`src/rtl/mem_pkg.sv`:
```
// Shared operation/state types and op-class helpers for mem_access_unit.
// MEM_ALIGN_CHECK_EN (see mem_access_unit) is the only consumer of needs_align.
package mem_pkg;

    typedef enum logic [3:0] {
        LB  = 4'h0,
        LBU = 4'h1,
        LH  = 4'h2,
        LHU = 4'h3,
        LW  = 4'h4,
        LWL = 4'h5,
        LWR = 4'h6,
        SB  = 4'h8,
        SH  = 4'h9,
        SW  = 4'hA,
        SWL = 4'hB,
        SWR = 4'hC
    } mem_op_t;

    typedef enum logic [1:0] {
        ST_IDLE,
        ST_ISSUE,
        ST_WAIT,
        ST_DONE
    } state_t;

    // Wide enough for READ_LAT-1 with READ_LAT up to 8.
    localparam int CNT_W = 3;

    function automatic logic is_load(input mem_op_t op);
        return op inside {LB, LBU, LH, LHU, LW, LWL, LWR};
    endfunction

    function automatic logic is_store(input mem_op_t op);
        return op inside {SB, SH, SW, SWL, SWR};
    endfunction

    // Address bits that must be zero for a naturally aligned access.
    function automatic logic [1:0] needs_align(input mem_op_t op);
        case (op)
            LH, LHU, SH: return 2'b01;
            LW, SW:      return 2'b11;
            default:     return 2'b00;
        endcase
    endfunction

endpackage

```
`src/rtl/mem_lane_align.sv`:
```
// Combinational byte-lane steering: store strobes/data and load merge/extend.
module mem_lane_align
    import mem_pkg::*;
(
    input  mem_op_t     op,
    input  logic [1:0]  ea,
    input  logic [31:0] rt,
    input  logic [31:0] m,
    output logic [3:0]  wen,
    output logic [31:0] wdata,
    output logic [31:0] rdata
);

    logic [7:0]  ld_byte;
    logic [15:0] ld_half;
    logic [4:0]  sh_up;
    logic [4:0]  sh_dn;

    assign ld_byte = m[{ea, 3'b000} +: 8];
    assign ld_half = ea[1] ? m[31:16] : m[15:0];
    assign sh_up   = {ea, 3'b000};
    assign sh_dn   = {~ea, 3'b000};

    always_comb begin
        // NOTE: every output gets a default first, so no path through the case infers a latch.
        wen   = 4'b0000;
        wdata = rt;
        rdata = rt;
        case (op)
            LB:  rdata = {{24{ld_byte[7]}}, ld_byte};
            LBU: rdata = {24'h000000, ld_byte};
            LH:  rdata = {{16{ld_half[15]}}, ld_half};
            LHU: rdata = {16'h0000, ld_half};
            LW:  rdata = m;
            LWL: begin
                case (ea)
                    2'd0: rdata = {m[7:0],  rt[23:0]};
                    2'd1: rdata = {m[15:0], rt[15:0]};
                    2'd2: rdata = {m[23:0], rt[7:0]};
                    2'd3: rdata = m;
                endcase
            end
            LWR: begin
                case (ea)
                    2'd0: rdata = m;
                    2'd1: rdata = {rt[31:24], m[31:8]};
                    2'd2: rdata = {rt[31:16], m[31:16]};
                    2'd3: rdata = {rt[31:8],  m[31:24]};
                endcase
            end
            SB: begin
                wen   = 4'b0001 << ea;
                wdata = {4{rt[7:0]}};
            end
            SH: begin
                wen   = ea[1] ? 4'b1100 : 4'b0011;
                wdata = {2{rt[15:0]}};
            end
            SW: begin
                wen   = 4'b1111;
                wdata = rt;
            end
            SWL: begin
                wen   = 4'b1111 >> ~ea;
                wdata = rt >> sh_dn;
            end
            SWR: begin
                wen   = 4'b1111 << ea;
                wdata = rt << sh_up;
            end
            default: ;
        endcase
    end

endmodule

```
`src/rtl/mem_access_unit.sv`:
```
// Handshaked multi-cycle load/store sequencer between the core and the data SRAM.
// Define MEM_ALIGN_CHECK_EN to trap misaligned LH/LHU/SH/LW/SW with resp_adel/resp_ades.
module mem_access_unit
    import mem_pkg::*;
#(
    parameter int ADDR_W   = 32,
    parameter int READ_LAT = 1
) (
    input  logic              clk,
    input  logic              resetn,
    input  logic              req_valid,
    output logic              req_ready,
    input  logic [3:0]        req_op,
    input  logic [ADDR_W-1:0] req_addr,
    input  logic [31:0]       req_rt,
    output logic              resp_valid,
    output logic [31:0]       resp_rdata,
    output logic              resp_adel,
    output logic              resp_ades,
    output logic              sram_en,
    output logic [3:0]        sram_wen,
    output logic [ADDR_W-1:0] sram_addr,
    output logic [31:0]       sram_wdata,
    input  logic [31:0]       sram_rdata
);

    state_t            state, state_nxt;
    mem_op_t           op_q;
    logic [ADDR_W-1:0] addr_q;
    logic [31:0]       rt_q;
    logic [CNT_W-1:0]  cnt, cnt_nxt;
    logic              accept, capture_rt, capture_load;
    logic              misaligned, access;
    logic [3:0]        lane_wen;
    logic [31:0]       lane_wdata, lane_rdata;

    mem_lane_align u_lane_align (
        .op    (op_q),
        .ea    (addr_q[1:0]),
        .rt    (rt_q),
        .m     (sram_rdata),
        .wen   (lane_wen),
        .wdata (lane_wdata),
        .rdata (lane_rdata)
    );

`ifdef MEM_ALIGN_CHECK_EN
    assign misaligned = |(addr_q[1:0] & needs_align(op_q));
    assign resp_adel  = resp_valid && misaligned && is_load(op_q);
    assign resp_ades  = resp_valid && misaligned && is_store(op_q);
`else
    assign misaligned = 1'b0;
    assign resp_adel  = 1'b0;
    assign resp_ades  = 1'b0;
`endif

    // Undefined ops and trapped accesses never touch the SRAM.
    assign access     = (is_load(op_q) || is_store(op_q)) && !misaligned;
    assign req_ready  = (state == ST_IDLE);
    assign resp_valid = (state == ST_DONE);
    assign sram_en    = (state == ST_ISSUE) && access;
    assign sram_wen   = sram_en ? lane_wen : 4'b0000;
    assign sram_addr  = {addr_q[ADDR_W-1:2], 2'b00};
    assign sram_wdata = lane_wdata;

    always_comb begin
        state_nxt    = state;
        cnt_nxt      = cnt;
        accept       = 1'b0;
        capture_rt   = 1'b0;
        capture_load = 1'b0;
        case (state)
            ST_IDLE: begin
                if (req_valid) begin
                    accept    = 1'b1;
                    state_nxt = ST_ISSUE;
                end
            end
            ST_ISSUE: begin
                if (is_load(op_q) && !misaligned) begin
                    state_nxt = ST_WAIT;
                    cnt_nxt   = CNT_W'(READ_LAT - 1);
                end else begin
                    state_nxt  = ST_DONE;
                    capture_rt = 1'b1;
                end
            end
            ST_WAIT: begin
                if (cnt == '0) begin
                    state_nxt    = ST_DONE;
                    capture_load = 1'b1;
                end else begin
                    cnt_nxt = cnt - 1'b1;
                end
            end
            ST_DONE:  state_nxt = ST_IDLE;
            default:  state_nxt = ST_IDLE;
        endcase
    end

    always_ff @(posedge clk or negedge resetn) begin
        if (!resetn) begin
            state <= ST_IDLE;
            cnt   <= '0;
        end else begin
            // NOTE: sequential state uses non-blocking assignments so every register samples pre-edge values.
            state <= state_nxt;
            cnt   <= cnt_nxt;
        end
    end

    always_ff @(posedge clk or negedge resetn) begin
        if (!resetn) begin
            op_q       <= LB;
            addr_q     <= '0;
            rt_q       <= '0;
            resp_rdata <= '0;
        end else begin
            if (accept) begin
                op_q   <= mem_op_t'(req_op);
                addr_q <= req_addr;
                rt_q   <= req_rt;
            end
            if (capture_rt) begin
                resp_rdata <= rt_q;
            end else if (capture_load) begin
                resp_rdata <= lane_rdata;
            end
        end
    end

endmodule

```
`config.mk`:
```
export PLATFORM = sky130hd
export DESIGN_NAME = mem_access_unit
export DESIGN_NICKNAME = d
export VERILOG_FILES = /design/src/rtl/mem_pkg.sv /design/src/rtl/mem_lane_align.sv /design/src/rtl/mem_access_unit.sv
export SDC_FILE = /design/constraint.sdc
export NUM_CORES = 1
export LEC_CHECK = 0
export BUFFER_PORTS_ARGS = -buffer_cell sky130_fd_sc_hd__buf_2
export CAP_MARGIN = 0
export CORE_MARGIN = 1
export CORE_UTILIZATION = 40
export DETAILED_ROUTE_END_ITERATION = 10
export PLACE_DENSITY = 0.67
export SLEW_MARGIN = 20
export SYNTH_ARGS = -nofsm -noshare
export SYNTH_HDL_FRONTEND = slang
export SYNTH_SLANG_ARGS = --single-unit
```
`constraint.sdc`:
```
create_clock -name clk -period 2.61 [get_ports clk]
set_input_delay 0.261 -clock clk [delete_from_list [all_inputs] [get_ports clk]]
set_output_delay 0.261 -clock clk [all_outputs]
set_load 0.02 [all_outputs]
```
==> results of run 1 <==
power by group through the flow:
| stage | clock network [mW] | logic (mW) | registers, mW |
|---|---|---|---|
| global route | 1.51 | 10.6 | 3.85 |
| CTS | 1.45 | 9.71 | 3.72 |
| floorplan | 0 | 7.24 | 3.43 |
| finish | 1.42 | 9.89 | 3.77 |
| detailed placement | 0 | 9.67 | 3.75 |
| global placement | 0 | 9.56 | 3.73 |
flip-flops by register name (all words and copies together), names as in the netlist:
| signal | flops |
|---|---|
| addr_q | 32 |
| cnt | 3 |
| op_q | 4 |
| resp_rdata | 32 |
| rt_q | 32 |
| state | 2 |
layer usage:
layer  part of all wire, %  track usage (%)
met4                   2.9            10.64
met5                     0                0
met1                    40            37.08
met2                    45            43.83
met3                    11            7.764
final timing paths:
path,start,to,cells past startpoint
setup / recovery,op_q[0]$_DFFE_PN0P_,sram_wdata[21],5
hold / removal,req_rt[8],rt_q[8]$_DFFE_PN0P_,2
setup reg to reg,op_q[2]$_DFFE_PN0P_,resp_rdata[24]$_DFFE_PN0P_,5
hold reg to reg,cnt[0]$_DFFE_PN0P_,cnt[0]$_DFFE_PN0P_,2
max in group asynchronous,resetn,resp_rdata[19]$_DFFE_PN0P_,3
min in group asynchronous,resetn,addr_q[10]$_DFFE_PN0P_,2
logic make-up after synthesis:
family	after synthesis	share of synthesized area (%)
AOI/OAI and AO/OA	242	22.11
adders and majority gates	7	1.065
buffers and inverters	115	8.896
DFF	105	32.89
muxes	140	22.94
other	1	0.04694
and+or+nand+nor	176	12.04
worst reg2reg max path, stage by stage, from the launching register on:
cell and delay [ns]:
dfrtp_1 0.51, buf_4 0.24, nor4bb_1 0.37, nor2b_1 0.58, a222oi_1 0.27, a21oi_1 0.21
Yosys cell counts, types with 24 or more instances:
cell	instances
mux4_2	24
nor2_1	29
a22oi_1	37
o22ai_1	26
a21oi_1	27
o21ai_0	34
nand2_1	61
buf_4	52
buf_2	27
dfrtp_1	105
mux2_2	77
a31oi_1	26
mux2i_1	32
metrics by stage:
step           worst slack, ns  util [%]  total power [mW]
5_1_grt            -0.00005906     48.46             15.99
2_1_floorplan           0.6555         -             10.67
3_5_place_dp            0.4256     46.67             13.42
3_3_place_gp            0.4206     46.67             13.29
4_1_cts               0.009728     48.24             14.87
6_report               0.06235     48.47             15.08
timing repair:
action | 4_1_cts | 5_1_grt
buffers inserted | 0 | 1
endpoints found under the setup margin | 0 | 27
resized for setup | 0 | 6
endpoints found under the hold margin | 41 | 0
hold buffers | 1 | 0
cell type report:
type | count | area (um^2)
Timing Repair Buffer | 251 | 1448
Fill cell | 1871 | 10060
Clock buffer | 9 | 225.2
Multi-Input combinational cell | 569 | 4696
Sequential cell | 105 | 2635
Clock inverter | 7 | 71.32
Antenna cell | 1 | 2.502
Tap cell | 265 | 331.6
Inverter | 15 | 56.30
==> results.txt, run 1 <==
Initial Util -> 40.91%
largest net degree at the start of global routing -> 45
area grow syn2layout -> 18.48%
CTS root buf -> clkbuf_16
Detailed Place HPWL -> 20750 um
Switching Power -> 7.708 mW
setup violators final -> 0
YS warnings -> 0
Power per Cell Area -> 1593 mW/mm^2
design area -> 0.009465 mm^2
crit-path cells -> nand2b_1, nand3_2, a22oi_1, nand3_1, buf_2
Post-synth ARST share -> 100.0%
Synth top area share -> 32.89%
fin crit share -> 97.61%
Setup CP Type -> flip-flop to primary output
Int Power -> 7.371 mW
fmax -> 392.5 MHz
Worst-path clk slew -> 0.09 ns
Tightest Pin Transition -> 0.7652 ns
Final Non-Filler Cells -> 1222
R2R setup slack -> 0.36 ns
vias in the first global route -> 7247
distinct cell type count after synthesis -> 69
WP buf/inv -> 1
worst-path fanout max -> 12
Placed Cells incl. Taps -> 1203
Worst setup SP type -> flip-flop
max incr delay on CP -> 0.61 ns
final hold vios -> 0
Max-slew headroom -> 48.80%
Chip Width -> 143.3 um
sequential cell area fraction in the yosys report -> 32.89%
vias per inst -> 6.185
Final Wtd Congestion -> 0.9088
Peak supply drop -> 0.7722 mV
number of H-tree levels -> 3
final-report max-slew violation count -> 0
crit end category -> primary output
Core Region -> 0.01953 mm^2
Clk Latency, worst-skew pair -> 0.37 ns
first-pass GRT wire length -> 42820 um
Total GRT Usage -> 28.11%
FF+latch count, synth -> 105
setup TNS -> 0 ns
commonest non-fill, non-tap cell in the layout -> buf_2
share of cells above drive strength 1 -> 42.78%
Synth Flop Type -> dfrtp_1
drt total wl -> 28250 um
clock network fraction of total power -> 9.4%
ANT nets after route -> 0
synthesized cell area -> 0.007989 mm^2
nets -> 1060
initial antenna violation count -> 0
total grt overflow -> 0
Hold Crit Class -> primary input to flip-flop
DR iter-0 viols -> 723
drt drc -> 0
Mapped Cells -> 786
Die ar. -> 0.02054 mm^2
Buffers on Ports -> 203
Vias -> 7558
max-cap viol count -> 0
number of detailed-routing iterations run before antenna repair -> 8
Placed Area -> 0.009114 mm^2
commonest non-fill, non-tap cells in the layout -> buf_2 (202), dfrtp_1 (103), mux2_2 (77), nand2_1 (60), buf_4 (42)
WL per Instance -> 23.11 um
switching share of power -> 51.12%
leakage power -> 4.153 nW
CTS tree -> done
CTS sink cnt -> 105
Hold WS -> 0.1125 ns
Final min period -> 2.548 ns
clk_skew -> 0.009245 ns
sequential share of power -> 25.0%
CP required -> 2.35 ns
dominant cell type by area after synthesis -> dfrtp_1
status -> completed
synth top area cells -> dfrtp_1 (33%), mux2_2 (11%), mux4_2 (6.8%)
top cell family by delay on the critical path -> simple AND/OR/NAND/NOR gates
syn_area_per_cell -> 10.16 um^2
I/O Pins -> 208
Combinational Power Share -> 65.6%
Site Rows -> 51
number of synthesized flops with an enable pin -> 0
Critical-path top delay cell -> dfrtp_1
Arr. time, crit path -> 2.29 ns
Longest Clk Path Bufs -> 2
CTS Buf Count -> 9
Die Y -> 143.3 um
No activity file was read; power rests on OpenSTA's default activity.
==> run 2, diff against run 1 <==
--- a/config.mk
+++ b/config.mk
@@ -7,6 +7,7 @@
 export LEC_CHECK = 0
 export BUFFER_PORTS_ARGS = -buffer_cell sky130_fd_sc_hd__buf_2
 export CAP_MARGIN = 0
+export CORE_ASPECT_RATIO = 1.1
 export CORE_MARGIN = 1
 export CORE_UTILIZATION = 40
 export DETAILED_ROUTE_END_ITERATION = 10
==> results.txt, run 2 (synthesis gave the netlist of run 1 again) <==
crit end category -> primary output
Arr. time, crit path -> 2.27 ns
Setup CP Type -> flip-flop to primary output
CTS Buf Count -> 9
Peak supply drop -> 0.7836 mV
Clk Latency, worst-skew pair -> 0.36 ns
reg-to-reg startpoint -> state[0]$_DFFE_PN0P_
setup TNS -> 0 ns
HP Start -> req_addr[30]
Worst-path clk slew -> 0.08 ns
CTS sink cnt -> 105
worst r2r path cells -> 6
CP required -> 2.35 ns
Final min period -> 2.536 ns
first-pass GRT wire length -> 42320 um
Min-Delay Path Depth -> 2
number of H-tree levels -> 3
final hold vios -> 0
FF-to-FF End -> resp_rdata[7]$_DFFE_PN0P_
drt drc -> 0
Initial Util -> 41.26%
max-cap viol count -> 0
Worst setup SP type -> flip-flop
Hold WS -> 0.1221 ns
WL per Instance -> 23.60 um
clk_skew -> 0.01292 ns
Total GRT Usage -> 27.72%
Ant. Diodes -> 0
Hold Crit Class -> primary input to flip-flop
area grow syn2layout -> 17.64%
worst-path fanout max -> 21
leakage power -> 4.129 nW
I/O Pins -> 208
commonest non-fill, non-tap cell in the layout -> buf_2
vias in the first global route -> 7229
RSZ-0062 raised after global routing -> no
ANT nets after route -> 0
Tightest Pin Transition -> 0.6798 ns
Site Rows -> 53
Die ar. -> 0.02054 mm^2
Final Wtd Congestion -> 0.9133
share of cells above drive strength 1 -> 43.23%
Power per Cell Area -> 1595 mW/mm^2
Buffers on Ports -> 203
Vias -> 7475
final-report max-slew violation count -> 0
drt total wl -> 28320 um
setup violators final -> 0
Max-slew headroom -> 54.47%
Core Region -> 0.01936 mm^2
Placed Cells incl. Taps -> 1183
R2R setup slack -> 0.52 ns
total grt overflow -> 0
hold path endpoint -> addr_q[30]$_DFFE_PN0P_
DR iter-0 viols -> 818
initial antenna violation count -> 1
CTS tree -> done
vias per inst -> 6.229
Detailed Place HPWL -> 21020 um
commonest non-fill, non-tap cells in the layout -> buf_2 (202), dfrtp_1 (100), mux2_2 (77), nand2_1 (59), buf_4 (40)
biggest regs -> addr_q x32, resp_rdata x32, rt_q x32
CTS root buf -> clkbuf_16
fmax -> 394.3 MHz
nets -> 1057
status -> completed
Chip Width -> 136.7 um
Die Y -> 150.2 um
largest net degree at the start of global routing -> 47
Final Non-Filler Cells -> 1200
# fillers -> 1849
fin crit share -> 97.16%
Longest Clk Path Bufs -> 2
number of detailed-routing iterations run before antenna repair -> 8
run 2: cell count changes in the layout (fill, tap and decap cells not counted), moves of 2 or more:
| cell | delta |
|---|---|
| dfrtp_1 | -3 |
| buf_4 | -2 |
| clkinv_4 | +3 |
| dfrtp_2 | +3 |
run 2: through the flow:
stage	instance area, um^2	utilization, %	total power [mW]	worst slack [ns]
global route	9398	48.53	15.84	0.001181
floorplan	8000	-	10.67	0.6555
CTS	9374	48.41	14.85	0.03223
finish	9398	48.53	14.98	0.07416
global placement	9076	46.87	13.32	0.4233
detailed placement	9076	46.87	13.44	0.4393
run 2: layer usage:
metal	GRT usage (%)	vias to the layer above	wire length [um]
met5	0	-	8
met2	43.58	515	13100
met3	7.407	89	3250
met1	35.46	3581	10750
met4	12.56	2	1209
li1	-	3288	-
run 2: how the worst max path moves through the flow:
stage	start	endpoint	cells past startpoint
final	addr_q[1]$_DFFE_PN0P_	sram_wdata[14]	5
after CTS	op_q[2]$_DFFE_PN0P_	sram_wdata[30]	4
after global placement	op_q[2]$_DFFE_PN0P_	sram_wdata[26]	5
after detailed placement	op_q[2]$_DFFE_PN0P_	sram_wdata[30]	4
after floorplan	state[0]$_DFFE_PN0P_	addr_q[0]$_DFFE_PN0P_	6
after global routing	addr_q[1]$_DFFE_PN0P_	sram_wdata[14]	5
run 2: where the power goes:
part,total [mW],internal [mW],leakage (nW),switching (mW)
logic,9.81,4.19,2.76,5.63
registers,3.79,2.49,1.22,1.30
clock network,1.38,0.670,0.144,0.712
run 2: area by class of cell:
cell class                      instances  area [um^2]  share of cell area (%)
Tap cell                              247        309.0                   3.289
Clock inverter                          7        62.56                  0.6657
Clock buffer                            9        225.2                   2.396
Inverter                               15        56.30                  0.5991
Sequential cell                       105         2639                   28.08
Timing Repair Buffer                  248         1421                   15.12
Multi-Input combinational cell        569         4684                   49.85
run 2: timing repair:
action / 4_1_cts / 5_1_grt
setup buffers: 0 / 0
gates resized for setup: 0 / 9
setup endpoints to repair: 0 / 28
hold buffers: 1 / 0
hold endpoints to repair: 32 / 0
run 2: worst max-delay path: stages (launching register included):
cell and delay [ns]:
dfrtp_4 0.60, nor2_1 0.12, o21ai_0 0.24, o2111ai_2 0.30, a221o_1 0.45, buf_2 0.19
==> run 3, diff against run 2 <==
--- a/config.mk
+++ b/config.mk
@@ -7,11 +7,13 @@
 export LEC_CHECK = 0
 export BUFFER_PORTS_ARGS = -buffer_cell sky130_fd_sc_hd__buf_2
 export CAP_MARGIN = 0
+export CELL_PAD_IN_SITES_DETAIL_PLACEMENT = 1
+export CELL_PAD_IN_SITES_GLOBAL_PLACEMENT = 1
 export CORE_ASPECT_RATIO = 1.1
 export CORE_MARGIN = 1
 export CORE_UTILIZATION = 40
 export DETAILED_ROUTE_END_ITERATION = 10
-export PLACE_DENSITY = 0.67
+export PLACE_DENSITY = 0.83
 export SLEW_MARGIN = 20
 export SYNTH_ARGS = -nofsm -noshare
 export SYNTH_HDL_FRONTEND = slang
==> results.txt, run 3 (synthesis gave the netlist of run 1 again) <==
RSZ-0062 raised after global routing -> no
register area -> 0.002638 mm^2
CTS Buf Count -> 9
Longest Clk Path Bufs -> 2
Switching Power -> 7.821 mW
crit end category -> primary output
Core Region -> 0.01936 mm^2
number of detailed-routing iterations run before antenna repair -> 5
leakage power -> 4.164 nW
sequential share of power -> 25.3%
Initial Util -> 41.26%
Clk Latency, worst-skew pair -> 0.38 ns
Int Power -> 7.409 mW
setup TNS -> 0 ns
Detailed Place HPWL -> 21090 um
Final Wtd Congestion -> 0.8779
Peak supply drop -> 0.7126 mV
fmax -> 400.0 MHz
total grt overflow -> 0
Max-slew headroom -> 26.74%
initial antenna violation count -> 3
Vias -> 7656
CTS tree -> done
biggest regs -> addr_q x32, resp_rdata x32, rt_q x32
share of cells above drive strength 1 -> 43.10%
largest net degree at the start of global routing -> 69
Final min period -> 2.500 ns
Die ar. -> 0.02054 mm^2
drt drc -> 0
nets -> 1060
vias per inst -> 6.354
commonest non-fill, non-tap cell in the layout -> buf_2
Total GRT Usage -> 29.15%
final-report max-slew violation count -> 0
commonest non-fill, non-tap cells in the layout -> buf_2 (202), dfrtp_1 (101), mux2_2 (77), nand2_1 (60), buf_4 (41)
Arr. time, crit path -> 2.24 ns
CTS root buf -> clkbuf_16
vias in the first global route -> 7833
Worst setup SP type -> flip-flop
DR iter-0 viols -> 792
switching share of power -> 51.35%
number of H-tree levels -> 3
Power per Cell Area -> 1609 mW/mm^2
I/O Pins -> 208
first-pass GRT wire length -> 44630 um
area grow syn2layout -> 18.51%
Hold Crit Class -> primary input to flip-flop
Combinational Power Share -> 65.1%
final hold vios -> 0
Site Rows -> 53
ANT nets after route -> 0
Chip Width -> 136.7 um
Buffers on Ports -> 203
# fillers -> 2279
multi-input logic area -> 0.004696 mm^2
Hold WS -> 0.1082 ns
drt total wl -> 29390 um
setup violators final -> 0
Tightest Pin Transition -> 1.093 ns
fin crit share -> 95.78%
worst-path fanout max -> 12
status -> completed
WL per Instance -> 24.39 um
Worst-path clk slew -> 0.08 ns
Setup CP Type -> flip-flop to primary output
CP required -> 2.35 ns
CTS sink cnt -> 105
clk_skew -> 0.01491 ns
Die Y -> 150.2 um
max-cap viol count -> 0
clock network fraction of total power -> 9.5%
## run 3: changes by cell type in the layout (fill, tap and decap cells not counted), moves of 2 or more
cell	delta
diode_2	+2
o2111ai_2	-2
inv_8	+2
clkinv_4	-2
## run 3: path summary, 6_finish.rpt
kind	start	endpoint	slack, ns	cells after the start
min in group asynchronous	resetn	addr_q[31]$_DFFE_PN0P_	0.39	2
worst min-delay path	req_addr[10]	addr_q[10]$_DFFE_PN0P_	0.11	2
max in group asynchronous	resetn	rt_q[18]$_DFFE_PN0P_	1.37	3
worst max register to register	cnt[1]$_DFFE_PN0P_	resp_rdata[26]$_DFFE_PN0P_	0.28	6
worst max-delay path	op_q[0]$_DFFE_PN0P_	sram_wdata[25]	0.11	6
worst min register to register	addr_q[14]$_DFFE_PN0P_	addr_q[14]$_DFFE_PN0P_	0.50	1
## run 3: cell type report
class	instances	share of cell area [%]
repair buffers	251	15.42
well taps	247	3.264
clock inverters	7	0.8326
inverters	15	0.5947
diodes	2	0.05286
clock buffers	9	2.379
flip-flops and latches	105	27.86
multi-input cells	569	49.60
## run 3: power groups by stage
| stage | sequential (mW) | clock, mW | combinational (mW) |
|---|---|---|---|
| 2_1_floorplan | 3.43 | 0 | 7.24 |
| 3_3_place_gp | 3.79 | 0 | 9.40 |
| 3_5_place_dp | 3.84 | 0 | 9.63 |
| 4_1_cts | 3.81 | 1.48 | 9.74 |
| 5_1_grt | 3.93 | 1.52 | 10.6 |
| 6_report | 3.86 | 1.45 | 9.92 |
## run 3: per-layer routing
layer  share of wire [%]  vias to the layer above  global-route usage (%)  wire [um]
li1                    -                     3284                       -          -
met1                  41                     3845                   37.42      11910
met2                  47                      452                   46.90      13940
met3                 8.4                       73                   6.397       2481
met4                 3.5                        2                   12.83       1034
met5               0.044                        -                       0         13
## run 3: through the flow
stage | area (um^2) | utilization, % | worst slack, ns | std cells | total power [mW]
2_1_floorplan | 8000 | - | 0.6555 | 789 | 10.67
3_3_place_gp | 9084 | 46.91 | 0.3338 | 1184 | 13.19
3_5_place_dp | 9084 | 46.91 | 0.2913 | 1184 | 13.47
4_1_cts | 9414 | 48.62 | 0.003286 | 1201 | 15.03
5_1_grt | 9468 | 48.90 | 0.01986 | 1205 | 16.05
6_report | 9468 | 48.90 | 0.1101 | 1205 | 15.23
## run 3: repair_timing
item / in CTS / in global routing
setup buffers: 0 / 2
resized for setup: 3 / 6
hold buffers: 1 / 0
cloned: 0 / 0
hold endpoints to repair: 34 / 0
setup endpoints to repair: 19 / 25
## run 3: critical path, stage by stage (launching register included)
cell,delay (ns)
dfrtp_1,0.56
buf_4,0.26
nand4b_4,0.18
o2111ai_4,0.41
a22oi_1,0.17
nand2_1,0.12
buf_2,0.17
